`src/rtl/rr_mask_arb_pkg.sv`:
```
// Shared types for the round-robin mask arbiter.
// Index width helper and FSM state encoding.
package rr_mask_arb_pkg;

  typedef enum logic {
    IDLE,
    GRANT
  } state_t;

  function automatic int idx_w(input int w);
    return (w > 2) ? $clog2(w) : 1;
  endfunction

endpackage

```
`src/rtl/rr_mask_sel.sv`:
```
// Thermometer-mask round-robin selector.
// Picks first request beyond ptr, else first overall.
module rr_mask_sel
  import rr_mask_arb_pkg::*;
#(
  parameter  int W           = 4,
  parameter  bit TOWARDS_LSB = 1'b1,
  localparam int IDX_W       = idx_w(W)
) (
  input  logic [W-1:0]     req,
  input  logic [IDX_W-1:0] ptr,
  input  logic [IDX_W-1:0] excl_idx,
  input  logic             excl_en,
  output logic [W-1:0]     win,
  output logic [IDX_W-1:0] win_idx,
  output logic             any
);

  logic [W-1:0] req_eff;
  logic [W-1:0] pmask;
  logic [W-1:0] hit;
  logic [W-1:0] cand;

  // drop excluded bit, build mask of bits past ptr
  always_comb begin
    req_eff = req;
    pmask   = '0;
    for (int i = 0; i < W; i++) begin
      if (excl_en && (excl_idx == IDX_W'(i)))
        req_eff[i] = 1'b0;
      if (TOWARDS_LSB)
        pmask[i] = IDX_W'(i) > ptr;
      else
        pmask[i] = IDX_W'(i) < ptr;
    end
  end

  assign hit  = req_eff & pmask;
  assign cand = (|hit) ? hit : req_eff;
  assign any  = |req_eff;

  // first set bit in rotate direction; last write wins
  always_comb begin
    win     = '0;
    win_idx = '0;
    if (TOWARDS_LSB) begin
      for (int k = W - 1; k >= 0; k--) begin
        if (cand[k]) begin
          win     = '0;
          win[k]  = 1'b1;
          win_idx = IDX_W'(k);
        end
      end
    end else begin
      for (int k = 0; k < W; k++) begin
        if (cand[k]) begin
          win     = '0;
          win[k]  = 1'b1;
          win_idx = IDX_W'(k);
        end
      end
    end
  end

endmodule

```
`src/rtl/rr_mask_arb.sv`:
```
// Round-robin arbiter with registered grant,
// accept handshake, rotating pointer and lock.
module rr_mask_arb
  import rr_mask_arb_pkg::*;
#(
  parameter  int W           = 4,
  parameter  bit LOCK_EN     = 1'b0,
  parameter  bit TOWARDS_LSB = 1'b1,
  localparam int IDX_W       = idx_w(W)
) (
  input  logic             clk,
  input  logic             arst_n,
  input  logic [W-1:0]     i_req,
  input  logic             i_lock,
  input  logic             i_accept,
  output logic             o_gnt_vld,
  output logic [W-1:0]     o_gnt,
  output logic [IDX_W-1:0] o_gnt_idx
);

  localparam logic [IDX_W-1:0] PTR_RST =
    TOWARDS_LSB ? IDX_W'(W - 1) : '0;

  state_t           state, state_n;
  logic [IDX_W-1:0] ptr, ptr_n;
  logic [W-1:0]     gnt_n;
  logic [IDX_W-1:0] idx_n;
  logic             vld_n;

  logic             take;
  logic             hold;
  logic [IDX_W-1:0] sel_ptr;
  logic [W-1:0]     win;
  logic [IDX_W-1:0] win_idx;
  logic             any;

  assign take    = (state == GRANT) && i_accept;
  assign hold    = LOCK_EN && i_lock && (|(i_req & o_gnt));
  assign sel_ptr = take ? o_gnt_idx : ptr;

  rr_mask_sel #(
    .W           (W),
    .TOWARDS_LSB (TOWARDS_LSB)
  ) u_sel (
    .req      (i_req),
    .ptr      (sel_ptr),
    .excl_idx (o_gnt_idx),
    .excl_en  (take),
    .win      (win),
    .win_idx  (win_idx),
    .any      (any)
  );

  // next state, pointer and grant
  always_comb begin
    state_n = state;
    ptr_n   = ptr;
    gnt_n   = o_gnt;
    idx_n   = o_gnt_idx;
    vld_n   = o_gnt_vld;
    unique case (state)
      IDLE: begin
        if (any) begin
          gnt_n   = win;
          idx_n   = win_idx;
          vld_n   = 1'b1;
          state_n = GRANT;
        end
      end
      GRANT: begin
        if (i_accept && !hold) begin
          ptr_n = o_gnt_idx;
          if (any) begin
            gnt_n = win;
            idx_n = win_idx;
          end else begin
            gnt_n   = '0;
            idx_n   = '0;
            vld_n   = 1'b0;
            state_n = IDLE;
          end
        end
      end
    endcase
  end

  // state and output registers
  always_ff @(posedge clk or negedge arst_n) begin
    if (!arst_n) begin
      state     <= IDLE;
      ptr       <= PTR_RST;
      o_gnt     <= '0;
      o_gnt_idx <= '0;
      o_gnt_vld <= 1'b0;
    end else begin
      state     <= state_n;
      ptr       <= ptr_n;
      o_gnt     <= gnt_n;
      o_gnt_idx <= idx_n;
      o_gnt_vld <= vld_n;
    end
  end

  // grant is one-hot when valid, zero otherwise
  always_comb begin
    if (arst_n)
      assert (o_gnt_vld ? $onehot(o_gnt) : (o_gnt == '0));
  end

  a_stable : assert property (
    @(posedge clk) disable iff (!arst_n)
    (o_gnt_vld && !i_accept) |=>
      ($stable(o_gnt) && $stable(o_gnt_idx))
  );

endmodule

```
`config.mk`:
```
export PLATFORM = sky130hd
export DESIGN_NAME = rr_mask_arb
export DESIGN_NICKNAME = d
export VERILOG_FILES = /design/src/rtl/rr_mask_arb_pkg.sv /design/src/rtl/rr_mask_sel.sv /design/src/rtl/rr_mask_arb.sv
export SDC_FILE = /design/constraint.sdc
export NUM_CORES = 1
export LEC_CHECK = 0
export CORE_AREA = 5 5 46 48
export DETAILED_ROUTE_END_ITERATION = 8
export DIE_AREA = 0 0 51 53
export PLACE_DENSITY = 0.73
export SYNTH_ARGS = -nofsm -noshare
export SYNTH_HDL_FRONTEND = slang
export SYNTH_SLANG_ARGS = --single-unit
```
`constraint.sdc`:
```
create_clock -name clk -period 1.5 [get_ports clk]
set_input_delay 0.15 -clock clk [delete_from_list [all_inputs] [get_ports clk]]
set_output_delay 0.15 -clock clk [all_outputs]
set_load 0.03 [all_outputs]
```
==> results.json <==
{
  "die_h_um": 53,
  "die_x_um": 51,
  "hold_viol_final": 0,
  "fmax_mhz": 629,
  "drtIter0Drc": 38,
  "num_antenna_cells": 0,
  "num_rows": 15,
  "cp.required_ns": 1.68,
  "cts_tree": "yes",
  "overflow": 0,
  "async_flop_share": 1.00,
  "synth_edf_count": 0,
  "grt_max_degree": 11,
  "critPathKind": "reg -> reg",
  "antenna_found_initial": 0,
  "cp.arrival_ns": 1.77,
  "drive_above_1_share": 0.495,
  "io_pins": 15,
  "rsz0062_at_grt": "yes",
  "drv_slew": 0,
  "setup_viol": 5,
  "finalSetupTns_ns": -0.311,
  "period_minus_slack_ns": 1.59,
  "core_area_um2": 1670,
  "cts_max_level": 1,
  "cp-start-kind": "flip-flop",
  "hpwl_um": 1340,
  "synthDistinctLibCells": 31,
  "grt_usage": 0.164,
  "wire_per_inst_um": 16.9,
  "drv_cap": 0,
  "portBuffers": 13,
  "layout_setup_ws_ns": -0.0892,
  "first_pass_iters": 6,
  "clkLatencyLatePin_ns": 0.26,
  "met3_usage": 0.0338,
  "run_status": "finished with violations",
  "synthCells": 72,
  "syn_to_final_growth_pct": 65.1,
  "maxSlewHeadroom": 0.693,
  "grt_pass1_vias": 687,
  "nNetsFinal": 116,
  "worst_slew_pin_slew_ns": 0.459,
  "routabilityCongestion": 0.964,
  "vdd_drop_max_uv": 673,
  "vias": 709,
  "yosysWarningCount": 0,
  "dieArea_um2": 2700,
  "dpl.cell_count": 117,
  "cp_max_fo": 5,
  "synth_ff_type": "dfrtp_1",
  "skew_ns": 0.00198,
  "layout.cells.non_filler": 124,
  "drc": 0,
  "seq_area_frac_synth": 0.385,
  "drt_wl_total_um": 2090,
  "worst_setup_path_end_kind": "flip-flop",
  "finalCritPeriodShare": 1.06,
  "grt_pass1_wl_um": 3240,
  "netlist_area_um2": 657,
  "ant_nets": 0,
  "syn_avg_cell_area_um2": 9.12,
  "power.total_mw": 1.34,
  "cts.sinks": 10,
  "met1_usage": 0.201,
  "initial_utilization": 0.393,
  "cts_buffer_depth": 2,
  "hp-class": "in -> async",
  "numCtsBuffers": 3,
  "violations": "setup timing",
  "via_per_inst": 5.72,
  "p_leak_nw": 0.475,
  "use_met2": 0.273,
  "cts_root_buffer": "clkbuf_4",
  "clkTransAtPathRegs_ns": 0.07,
  "ys_seq_elements": 10,
  "p_per_area_nw_per_um2": 1230,
  "syn_nets": 80,
  "gr-max-usage-layer": "met2"
}
==> repair_timing <==
action	in CTS	in global routing
hold buffers	0	0
pin swaps	3	5
buffers inserted	2	1
gates resized for setup	12	11
setup endpoints to repair	7	7
hold endpoints to repair	0	0
==> logic make-up after synthesis <==
logic type	after synthesis	synth area share
AND/OR/NAND/NOR	31	0.238
buffers and inverters	9	0.0724
AO/OA/AOI/OAI	22	0.305
flip-flops	10	0.385
==> sequential cells by signal, summed over array words and instances (netlist names) <==
name       cells
o_gnt          4
o_gnt_idx      2
o_gnt_vld      1
ptr            2
state          1
==> critical path, cell delays in order, from the launching register on <==
cell and delay [ns]:
dfrtp_2 0.46, buf_4 0.17, nand3_2 0.09, a21oi_2 0.07
o311ai_4 0.35, o21ai_4 0.14, o31ai_2 0.22
==> final timing paths <==
kind                          start  cells after the start            to  slack, ns
setup / recovery              state                      6  o_gnt_idx[0]      -0.09
hold / removal               arst_n                      1      o_gnt[2]       0.20
setup reg to reg              state                      6  o_gnt_idx[0]      -0.09
hold reg to reg            o_gnt[1]                      2      o_gnt[1]       0.48
max in group asynchronous    arst_n                      1        ptr[0]       0.96
min in group clk           i_accept                      3        ptr[1]       0.48
==> cell type report <==
class / count / area (um2)
inverter: 4 / 15.0
clock buffer: 4 / 36.3
timing repair buffer: 36 / 303
tap: 17 / 21.3
sequential: 10 / 255
fill: 135 / 586
multi-input combinational: 53 / 454
==> metal layers <==
| layer | wire length, um | part of all wire |
|---|---|---|
| met1 | 820 | 0.39 |
| met2 | 1120 | 0.54 |
| met3 | 116 | 0.055 |
| met4 | 33 | 0.016 |
| met5 | 0 | 0 |
==> cells in the final DEF (no fill, tap or decap), drive strengths merged <==
cell type / n
nor4: 1
inv: 4
nand2b: 3
nor3: 2
a21oi: 5
o31ai: 5
buf: 23
o211ai: 1
dlygate4sd2: 3
nand4: 2
nor2: 4
and2: 1
dfstp: 2
nand3: 2
o31a: 1
nand4b: 2
a21bo: 1
nand2: 14
dfrtp: 8
o22ai: 1
o21ai: 5
clkdlybuf4s50: 10
o311ai: 2
clkbuf: 4
o21ba: 1
==> synth_stat cells, types with 2 or more instances <==
cell type,number,area [um2]
o21ai_0,2,10.0
nor2_1,4,15.0
dfrtp_1,8,200
nand4_1,2,12.5
nand2_1,14,52.6
inv_1,4,15.0
dfstp_2,2,52.6
nand4b_1,2,17.5
a21oi_1,5,25.0
nand2b_1,3,18.8
o31ai_2,4,50.1
o21ai_2,2,17.5
nor3_1,2,10.0
==> stage by stage <==
| stage | hold WS, ns | instance area (um2) | util | worst slack, ns |
|---|---|---|---|---|
| 6_report | 0.199 | 1080 | 0.649 | -0.0892 |
| 5_1_grt | 0.241 | 1080 | 0.649 | -0.133 |
| 4_1_cts | 0.206 | 1010 | 0.607 | -0.113 |
| 3_5_place_dp | 0.474 | 927 | 0.555 | -0.388 |
| 3_3_place_gp | 0.468 | 927 | 0.555 | -0.344 |
| 2_1_floorplan | -0.146 | 659 | - | 0.00570 |
==> power breakdown <==
group          total (mW)  internal, mW  switching, mW  leakage (nW)
Sequential          0.413         0.346         0.0665         0.118
Combinational       0.680         0.315          0.364         0.336
Clock               0.246         0.147         0.0982        0.0210
No activity file was read; power rests on OpenSTA's default activity.
